<file path="src/rtl/ycr_pipe_div_if.sv">
// Command/result bundle between the EXU and the pipeline divider.
// Same handshake shape as the pipeline multiplier: valid in, ready pulse out, done back.
// Operands carry their sign in bit[32]; results hold until the next accepted command.
interface ycr_pipe_div_if;
  logic        data_valid;
  logic [32:0] Din1;
  logic [32:0] Din2;
  logic [31:0] des_quo;
  logic [31:0] des_rem;
  logic        div_zero_o;
  logic        div_rdy_o;
  logic        data_done;

  modport master (
    output data_valid, Din1, Din2, data_done,
    input  des_quo, des_rem, div_zero_o, div_rdy_o
  );

  modport slave (
    input  data_valid, Din1, Din2, data_done,
    output des_quo, des_rem, div_zero_o, div_rdy_o
  );
endinterface

</file>
<file path="src/rtl/ycr_pipe_div.sv">
// Iterative 32/32 signed/unsigned divider producing quotient and remainder (RISC-V DIV/DIVU/REM/REMU).
// Latency: ready pulse in the cycle after edge accept+N+2 (N = 32/BPC), 18 cycles for BPC=2.
// Backpressure: one command at a time; new commands are taken only after data_done returns it to idle.
module ycr_pipe_div #(
  parameter int BPC = 2
) (
  input  logic clk,
  input  logic rstn,
  ycr_pipe_div_if.slave bus
);

  localparam int N = 32 / BPC;
  localparam logic [4:0] LAST_CNT = 5'(N - 1);

  localparam logic [2:0] WAIT_CMD       = 3'd0;
  localparam logic [2:0] WAIT_NEG_CHECK = 3'd1;
  localparam logic [2:0] WAIT_COMP      = 3'd2;
  localparam logic [2:0] WAIT_FIX       = 3'd3;
  localparam logic [2:0] WAIT_EXIT      = 3'd4;

  logic [2:0]  state_q, state_d;
  logic [31:0] a_q, a_d;          // dividend (raw, then magnitude)
  logic [31:0] b_q, b_d;          // divisor (raw, then magnitude)
  logic        s1_q, s1_d, s2_q, s2_d, dz_q, dz_d;
  logic [31:0] quo_q, quo_d;      // dividend bits shift out of the top while quotient bits enter the bottom
  logic [31:0] rem_q, rem_d;
  logic [4:0]  cnt_q, cnt_d;
  logic [31:0] des_quo_q, des_quo_d, des_rem_q, des_rem_d;
  logic        dzo_q, dzo_d, rdy_q;

  logic [31:0] step_quo, step_rem;
  logic [32:0] trial;

  function automatic logic [31:0] neg32(input logic [31:0] x);
    return ~x + 32'd1;
  endfunction

  // BPC restoring steps, MSB first, with a 33-bit partial remainder for the compare
  always_comb begin
    step_quo = quo_q;
    step_rem = rem_q;
    trial    = '0;
    for (int i = 0; i < BPC; i++) begin
      trial    = {step_rem, step_quo[31]};
      step_quo = {step_quo[30:0], 1'b0};
      if (trial >= {1'b0, b_q}) begin
        trial       = trial - {1'b0, b_q};
        step_quo[0] = 1'b1;
      end
      step_rem = trial[31:0];
    end
  end

  // Sequencing and next-state for operands, working registers and results
  always_comb begin
    state_d   = state_q;
    a_d       = a_q;
    b_d       = b_q;
    s1_d      = s1_q;
    s2_d      = s2_q;
    dz_d      = dz_q;
    quo_d     = quo_q;
    rem_d     = rem_q;
    cnt_d     = cnt_q;
    des_quo_d = des_quo_q;
    des_rem_d = des_rem_q;
    dzo_d     = dzo_q;
    case (state_q)
      WAIT_CMD: begin
        if (bus.data_valid) begin
          a_d     = bus.Din1[31:0];
          b_d     = bus.Din2[31:0];
          s1_d    = bus.Din1[32];
          s2_d    = bus.Din2[32];
          dz_d    = (bus.Din2[31:0] == 32'd0);
          quo_d   = '0;
          rem_d   = '0;
          state_d = WAIT_NEG_CHECK;
        end
      end
      WAIT_NEG_CHECK: begin
        a_d     = s1_q ? neg32(a_q) : a_q;
        b_d     = s2_q ? neg32(b_q) : b_q;
        quo_d   = a_d;
        cnt_d   = '0;
        state_d = WAIT_COMP;
      end
      WAIT_COMP: begin
        quo_d = step_quo;
        rem_d = step_rem;
        cnt_d = cnt_q + 5'd1;
        if (cnt_q == LAST_CNT) state_d = WAIT_FIX;
      end
      WAIT_FIX: begin
        if (dz_q) begin
          // Re-negating the magnitude restores the dividend exactly as presented
          des_quo_d = 32'hFFFF_FFFF;
          des_rem_d = s1_q ? neg32(a_q) : a_q;
        end else begin
          des_quo_d = (s1_q ^ s2_q) ? neg32(quo_q) : quo_q;
          des_rem_d = s1_q ? neg32(rem_q) : rem_q;
        end
        dzo_d   = dz_q;
        state_d = WAIT_EXIT;
      end
      WAIT_EXIT: begin
        if (bus.data_done) state_d = WAIT_CMD;
      end
      default: state_d = WAIT_CMD;
    endcase
  end

  // State registers; reset aborts any operation in flight
  always_ff @(posedge clk or negedge rstn) begin
    if (!rstn) begin
      state_q   <= WAIT_CMD;
      a_q       <= '0;
      b_q       <= '0;
      s1_q      <= 1'b0;
      s2_q      <= 1'b0;
      dz_q      <= 1'b0;
      quo_q     <= '0;
      rem_q     <= '0;
      cnt_q     <= '0;
      des_quo_q <= '0;
      des_rem_q <= '0;
      dzo_q     <= 1'b0;
      rdy_q     <= 1'b0;
    end else begin
      state_q   <= state_d;
      a_q       <= a_d;
      b_q       <= b_d;
      s1_q      <= s1_d;
      s2_q      <= s2_d;
      dz_q      <= dz_d;
      quo_q     <= quo_d;
      rem_q     <= rem_d;
      cnt_q     <= cnt_d;
      des_quo_q <= des_quo_d;
      des_rem_q <= des_rem_d;
      dzo_q     <= dzo_d;
      rdy_q     <= (state_q == WAIT_FIX);
    end
  end

  assign bus.des_quo    = des_quo_q;
  assign bus.des_rem    = des_rem_q;
  assign bus.div_zero_o = dzo_q;
  assign bus.div_rdy_o  = rdy_q;

endmodule

</file>
<file path="src/flat_wrapper.sv">
// flat-port wrapper written by rule: the top's interface ports become plain ports
module ycr_pipe_div_flat 
#(
  parameter int BPC = 2
)
  (clk, rstn, bus_data_valid, bus_Din1, bus_Din2, bus_data_done, bus_des_quo, bus_des_rem, bus_div_zero_o, bus_div_rdy_o);
  ycr_pipe_div_if bus_i ();
  input  logic clk;
  input  logic rstn;
  input wire logic [$bits(bus_i.data_valid)-1:0] bus_data_valid;
  input wire logic [$bits(bus_i.Din1)-1:0] bus_Din1;
  input wire logic [$bits(bus_i.Din2)-1:0] bus_Din2;
  input wire logic [$bits(bus_i.data_done)-1:0] bus_data_done;
  output wire logic [$bits(bus_i.des_quo)-1:0] bus_des_quo;
  output wire logic [$bits(bus_i.des_rem)-1:0] bus_des_rem;
  output wire logic [$bits(bus_i.div_zero_o)-1:0] bus_div_zero_o;
  output wire logic [$bits(bus_i.div_rdy_o)-1:0] bus_div_rdy_o;
  assign bus_i.data_valid = bus_data_valid;
  assign bus_i.Din1 = bus_Din1;
  assign bus_i.Din2 = bus_Din2;
  assign bus_i.data_done = bus_data_done;
  assign bus_des_quo = bus_i.des_quo;
  assign bus_des_rem = bus_i.des_rem;
  assign bus_div_zero_o = bus_i.div_zero_o;
  assign bus_div_rdy_o = bus_i.div_rdy_o;
  ycr_pipe_div #(.BPC(BPC)) u_core (.clk(clk), .rstn(rstn), .bus(bus_i));
endmodule
</file>
<file path="config.mk">
export PLATFORM = sky130hd
export DESIGN_NAME = ycr_pipe_div_flat
export DESIGN_NICKNAME = d
export VERILOG_FILES = /design/src/rtl/ycr_pipe_div_if.sv /design/src/rtl/ycr_pipe_div.sv /design/src/flat_wrapper.sv
export SDC_FILE = /design/constraint.sdc
export NUM_CORES = 1
export LEC_CHECK = 0
export BUFFER_PORTS_ARGS = -buffer_cell sky130_fd_sc_hd__buf_2
export CAP_MARGIN = 30
export CORE_AREA = 2 2 232 165
export CTS_BUF_LIST = sky130_fd_sc_hd__clkbuf_16
export CTS_CLUSTER_SIZE = 40
export DETAILED_ROUTE_END_ITERATION = 16
export DIE_AREA = 0 0 234 167
export PLACE_DENSITY = 0.66
export SLEW_MARGIN = 20
export SYNTH_ARGS = -nofsm -noshare
export SYNTH_HDL_FRONTEND = slang
export SYNTH_SLANG_ARGS = --single-unit
</file>
<file path="constraint.sdc">
create_clock -name clk -period 6 [get_ports clk]
set_clock_uncertainty 0.05 [all_clocks]
set_input_delay 1.2 -clock clk [delete_from_list [all_inputs] [get_ports clk]]
set_output_delay 1.2 -clock clk [all_outputs]
set_load 0.05 [all_outputs]
</file>
==> results.toml, run 1 <==
[grt]
overflow = 0
grt_max_degree = 111
grt_pass1_vias = 13911
antenna_found_initial = 1
grt_pass1_wl_um = 82520
grt_usage = 0.2699

[min_path]
hold_path_depth = 2
hold_path_class = "reg2reg"

[timing]
hold_ws_ns = 0.4140
hold_violations = 0
tns_ns = 0
relSlewSlack = 0.4031
drv_slew = 0
tightest_slew_ns = 0.8885
fmax_mhz = 173.0
finalCritPeriodShare = 0.9635
fin_crit_ns = 5.781
setup-violations-final = 0

[clock_tree]
cts_tree = "built"
htreeDepth = 1
clk_path_buf_depth = 3
cts_hold_buf = 0
clk_pin_slew_ns = 0.06
cts-root-buf = "clkbuf_16"
clk_latency_ns = 0.55
cts_buffers = 24
cts_num_sinks = 205

[logic_synthesis]
synth_area_leaders = "dfrtp_1 34%, ha_1 5.9%, a21oi_1 5.1%, xnor2_1 4.7%, o21ai_0 4.5%"
ys_seq_area_frac = 0.3434
synth_cell_types = 81
yosys_warnings = 0
netlist_area_sq_mm = 0.01494
avgSynthCellArea_sq_um = 8.492
synthArstFlopShare = 1.000
synthCells = 1759
synth_edf_count = 0
synth_fp_nets = 1901
synth_top_cell_area_share = 0.3434
synth-seq-cells = 205
synthFlopType = "dfrtp_1"
yosys.area.top_type = "dfrtp_1"

[critical_path]
path_cells = "inv_1 > ha_1 > nand3b_1 > a21oi_4 > nor4b_4 > buf_4 > o211ai_1 > a31oi_2 > o21ai_4 > mux2_2 > ha_1 > and4_1 > nand2_1 > or4_1 > a211oi_2 > buf_4 > o41ai_2 > a21boi_1 > o21ai_1 > o211ai_1 > buf_4 > buf_12 > mux2i_4 > o21ai_0"
rr_worst_depth = 24
crit_cells = 24
cp.arrival_ns = 6.12
path_buf_inv = 5
crit_family = "compound AO/OA/AOI/OAI gates"
cpMaxStageDelayCell = "or4_1"
critPathLaunchType = "flop"
worstPathRequired_ns = 6.34
path_common_cell = "buf_4"
critPathKind = "reg2reg"
crit_path_end_kind = "flop"
worstPathMaxFanout = 16
max_stage_delay_ns = 0.58

[cells_and_area]
syn_to_final_growth_pct = 19.12
nets = 2086
drive_above_1_share = 0.1962
design_area_sq_mm = 0.01779
fillers = 3510
fin_util = 0.4830

[placed_design]
place_congestion = 1.005
numPortBuffers = 135
dp_hpwl_um = 40680
placed_cell_area_sq_mm = 0.01675

[route]
wl_met3_um = 5725
route.detailed.drc = 0
drt_first_pass_iters = 6
ant_nets = 0
highest_layer = "met4"
routed-via-count = 14846
routedWlPerCell_um = 21.88
dr.first_iter.drc_count = 1820
drt_wl_total_um = 53630
wl_met2_um = 21050
wirelength_met1_um = 25930
drt-vias-per-instance = 6.057

[die]
rows = 59
die_y_um = 167
dieArea_sq_mm = 0.03908
start_util = 0.4055
coreArea_sq_mm = 0.03684
die_width_um = 234
io_pins = 136

[run]
drv_cap = 0

[run_status]
status = "finished, final reports clean"
[cell usage after synthesis, types with 8 or more instances]
cell,instances
o211ai_1,22
nor2_1,171
a21oi_1,151
or3_1,12
mux2_2,12
a211oi_1,20
nand3_1,62
mux2i_1,34
nor3_1,26
xor2_1,67
nand2b_1,13
o21ai_1,8
xnor2_1,80
o22ai_1,17
nand4_1,17
inv_1,64
o31ai_1,14
a221o_1,57
o21a_1,9
a31oi_1,33
a21o_1,33
ha_1,70
nor2b_1,9
clkbuf_1,86
nand2_1,162
o41ai_1,16
dfrtp_1,205
nor4_1,22
a22oi_1,12
o21ai_0,135
and3_1,9
[cell usage in the layout, fill, tap and decap left out, types with 12 or more instances in the layout]
| cell | synthesis | final |
|---|---|---|
| nor2_1 | 171 | 168 |
| a221o_1 | 57 | 57 |
| a31oi_1 | 33 | 32 |
| a22oi_1 | 12 | 12 |
| mux2_2 | 12 | 12 |
| a21oi_1 | 151 | 146 |
| o31ai_1 | 14 | 13 |
| dfrtp_1 | 205 | 198 |
| a211oi_1 | 20 | 18 |
| mux2i_1 | 34 | 32 |
| buf_2 | 2 | 134 |
| xor2_1 | 67 | 67 |
| nand2_1 | 162 | 160 |
| nand4_1 | 17 | 17 |
| o21ai_0 | 135 | 134 |
| o41ai_1 | 16 | 15 |
| ha_1 | 70 | 61 |
| clkbuf_16 | 0 | 25 |
| xnor2_1 | 80 | 80 |
| buf_4 | 4 | 121 |
| nor4_1 | 22 | 21 |
| or3_1 | 12 | 12 |
| o22ai_1 | 17 | 17 |
| nand2b_1 | 13 | 13 |
| a21o_1 | 33 | 33 |
| nand3_1 | 62 | 61 |
| nor3_1 | 26 | 26 |
| o211ai_1 | 22 | 22 |
| inv_1 | 64 | 64 |
[cell families after synthesis]
| logic type | synth area share |
|---|---|
| compound gates | 0.2516 |
| buf+inv | 0.04749 |
| simple gates | 0.1782 |
| flops | 0.3434 |
| mux | 0.03183 |
| xor+xnor | 0.08620 |
| fa+ha+maj | 0.06132 |
[layout make-up]
type	count	area (sq um)	share of cell area
Sequential cell	205	5139	0.2888
Clock buffer	25	625.6	0.03516
Multi-Input combinational cell	1386	9325	0.5241
Inverter	65	244.0	0.01371
Antenna cell	1	2.502	0.0001406
Tap cell	488	610.6	0.03432
Timing Repair Buffer	262	1703	0.09571
Clock inverter	19	142.6	0.008017
[state kept, by name, indices dropped and copies added, names as in the netlist]
register,cells
u_core.rem_q,32
u_core.bus.div_rdy_o,1
u_core.state_q,3
u_core.a_q,32
u_core.dz_q,1
u_core.quo_q,32
u_core.bus.des_quo,32
u_core.bus.des_rem,32
u_core.s1_q,1
u_core.bus.div_zero_o,1
u_core.b_q,32
u_core.s2_q,1
u_core.cnt_q,5
[tightest hold or removal path: cells and delay by family (launching register included)]
family / cells / cell delay [ns]
flip-flops: 1 / 0.34
AND/OR/NAND/NOR: 2 / 0.10
[timing repair]
item | in CTS | in global routing
gates resized for setup | 3 | 37
pin swaps | 1 | 5
endpoints found under the setup margin | 30 | 33
buffers inserted | 1 | 10
[metrics by stage]
step	worst slack [ns]	instances
2_1_floorplan	0.4472	1759
3_3_place_gp	-0.04964	2392
3_5_place_dp	-0.1629	2394
4_1_cts	0.002001	2439
5_1_grt	-0.08965	2450
6_report	0.2189	2451
[layer usage]
layer | GRT usage | vias up
met2 | 0.3589 | 739
met5 | 0 | -
met3 | 0.06130 | 55
li1 | - | 6841
met4 | 0.05063 | 0
met1 | 0.4360 | 7211
[path summary, 6_finish.rpt]
| check | slack, ns | endpoint | start |
|---|---|---|---|
| min in group asynchronous | 0.72 | u_core.bus.des_quo[28] | rstn |
| worst max register to register | 0.22 | u_core.rem_q[8] | u_core.quo_q[31] |
| worst min-delay path | 0.41 | u_core.bus.des_rem[22] | u_core.bus.des_rem[22] |
| worst min register to register | 0.41 | u_core.bus.des_rem[22] | u_core.bus.des_rem[22] |
| worst max-delay path | 0.22 | u_core.rem_q[8] | u_core.quo_q[31] |
| max in group asynchronous | 4.05 | u_core.rem_q[21] | rstn |
Power of run 1 is left out: the tool's default activity adds up to more than one toggle a clock period on the data nets, which glitch-free logic cannot reach.
==> run 2, diff against run 1 <==
--- a/config.mk
+++ b/config.mk
@@ -9,7 +9,7 @@
 export CAP_MARGIN = 30
 export CORE_AREA = 2 2 232 165
 export CTS_BUF_LIST = sky130_fd_sc_hd__clkbuf_16
-export CTS_CLUSTER_SIZE = 40
+export CTS_CLUSTER_SIZE = 28
 export DETAILED_ROUTE_END_ITERATION = 16
 export DIE_AREA = 0 0 234 167
 export PLACE_DENSITY = 0.66
==> constraint.sdc (replaced) <==
create_clock -name clk -period 6.6 [get_ports clk]
set_clock_uncertainty 0.05 [all_clocks]
set_input_delay 1.32 -clock clk [delete_from_list [all_inputs] [get_ports clk]]
set_output_delay 1.32 -clock clk [all_outputs]
set_load 0.05 [all_outputs]
==> run 2 against run 1 <==
Net effect:
- final cell count decreased by 2.1%
- global-route usage decreased by 0.44 points
- worst hold slack improved by 0.0089 ns
- largest cell class unchanged
- setup slack improved by 0.13 ns
- critical path type unchanged
- sequential share of layout area increased by 0.78 points
- die area unchanged
- first-iteration DRC count decreased by 0.77%
==> results.toml, run 2 (synthesis results as in run 1) <==
[min_path]
hold_start = "u_core.bus.des_rem[22]"
hold_path_depth = 2
min_to = "u_core.bus.des_rem[22]"
hold_path_class = "reg2reg"

[cells_and_area]
fin_cells = 2400
final_cell_mix = "203 x dfrtp_1, 169 x nor2_1, 161 x nand2_1, 150 x a21oi_1, 135 x o21ai_0"
syn_to_final_growth_pct = 15.82
layout_commonest_cell = "dfrtp_1"
nets = 2037
multi_input_area_sq_mm = 0.009183
drive_above_1_share = 0.1612
seq_area_sq_mm = 0.005132
fillers = 3530

[die]
die_width_um = 234
io_pins = 136
coreArea_sq_mm = 0.03684
rows = 59
die_y_um = 167
dieArea_sq_mm = 0.03908
start_util = 0.4055

[critical_path]
cpMaxStageDelayCell = "or4_1"
cp.arrival_ns = 6.59
crit_path_end_kind = "flop"
rr_worst_depth = 25
rrSetupSlack_ns = 0.35
worstPathMaxFanout = 17
critPathLaunchType = "flop"
max_stage_delay_ns = 0.58
critPathKind = "reg2reg"
path_common_cell = "buf_4"
r2r-end = "u_core.rem_q[24]"
worstPathRequired_ns = 6.94
r2r-start = "u_core.b_q[4]"

[clock_tree]
cts_hold_buf = 0
clk_latency_ns = 0.55
cts_tree = "built"
clk_path_buf_depth = 3
clk_pin_slew_ns = 0.06
cts_num_sinks = 205
cts_buffers = 24
cts-root-buf = "clkbuf_16"
htreeDepth = 1

[grt]
grt_pass1_wl_um = 81140
antenna_found_initial = 3
overflow = 0
grt_usage = 0.2656
grt_max_degree = 79
grt_pass1_vias = 13486

[run_status]
status = "finished, final reports clean"

[timing]
rsz0062_at_grt = "false"
drv_slew = 0
tns_ns = 0
fmax_mhz = 160.1
fin_crit_ns = 6.247
relSlewSlack = 0.3271
finalCritPeriodShare = 0.9465
hold_violations = 0
setup-violations-final = 0
tightest_slew_ns = 1.002

[placed_design]
dp.cells = 2352
dp_hpwl_um = 39910
numPortBuffers = 135
place_congestion = 1.031

[run]
drv_cap = 0

[route]
routed-via-count = 14738
ant_nets = 0
drt_wl_total_um = 52970
dr.first_iter.drc_count = 1806
drt-vias-per-instance = 6.141
route.detailed.drc = 0
drt_first_pass_iters = 5
routedWlPerCell_um = 22.07
==> run 2: worst max path at each step <==
stage / from / endpoint
finish: u_core.b_q[4] / u_core.rem_q[24]
global route: u_core.b_q[4] / u_core.rem_q[24]
CTS: u_core.b_q[14] / u_core.rem_q[24]
detailed placement: u_core.b_q[14] / u_core.rem_q[24]
global placement: u_core.b_q[14] / u_core.rem_q[24]
floorplan: u_core.rem_q[7] / u_core.rem_q[10]
==> run 2: through the flow <==
stage	hold slack (ns)	utilization	cell area, sq um	setup slack [ns]
after global placement	0.3975	0.4444	16370	0.3362
final	0.4229	0.4697	17300	0.3534
after floorplan	0.4149	-	14940	1.047
after global routing	0.4447	0.4696	17300	0.05582
after detailed placement	0.4080	0.4462	16440	0.2244
after CTS	0.4277	0.4679	17230	0.1837
==> run 2: final cells by class <==
type | count | area share
Antenna cell | 1 | 0.0001446
Timing Repair Buffer | 212 | 0.07695
Sequential cell | 205 | 0.2967
Multi-Input combinational cell | 1387 | 0.5308
Tap cell | 488 | 0.03529
Clock inverter | 18 | 0.01135
Inverter | 65 | 0.01410
Clock buffer | 24 | 0.03471
==> run 2: critical path, delay by kind of cell, from the launching register on <==
kind                       cells  cell delay, ns
and+or+nand+nor                5            1.28
buffers and inverters          5            1.08
AOI/OAI and AO/OA             12            2.22
adders and majority gates      2            0.73
muxes                          1            0.27
DFF                            1            0.40
==> run 2: repair_timing <==
item / in CTS / in global routing
setup buffers: 0 / 4
resized for setup: 0 / 4
endpoints found under the setup margin: 0 / 33
==> run 2: metal layers <==
layer | track usage | wire length (um) | up-vias
met5 | 0 | 0 | -
met2 | 0.3694 | 21280 | 681
met4 | 0.04678 | 990 | 0
li1 | - | - | 6735
met1 | 0.4218 | 25310 | 7245
met3 | 0.05188 | 5385 | 77
Power of run 2 is left out for the same reason.
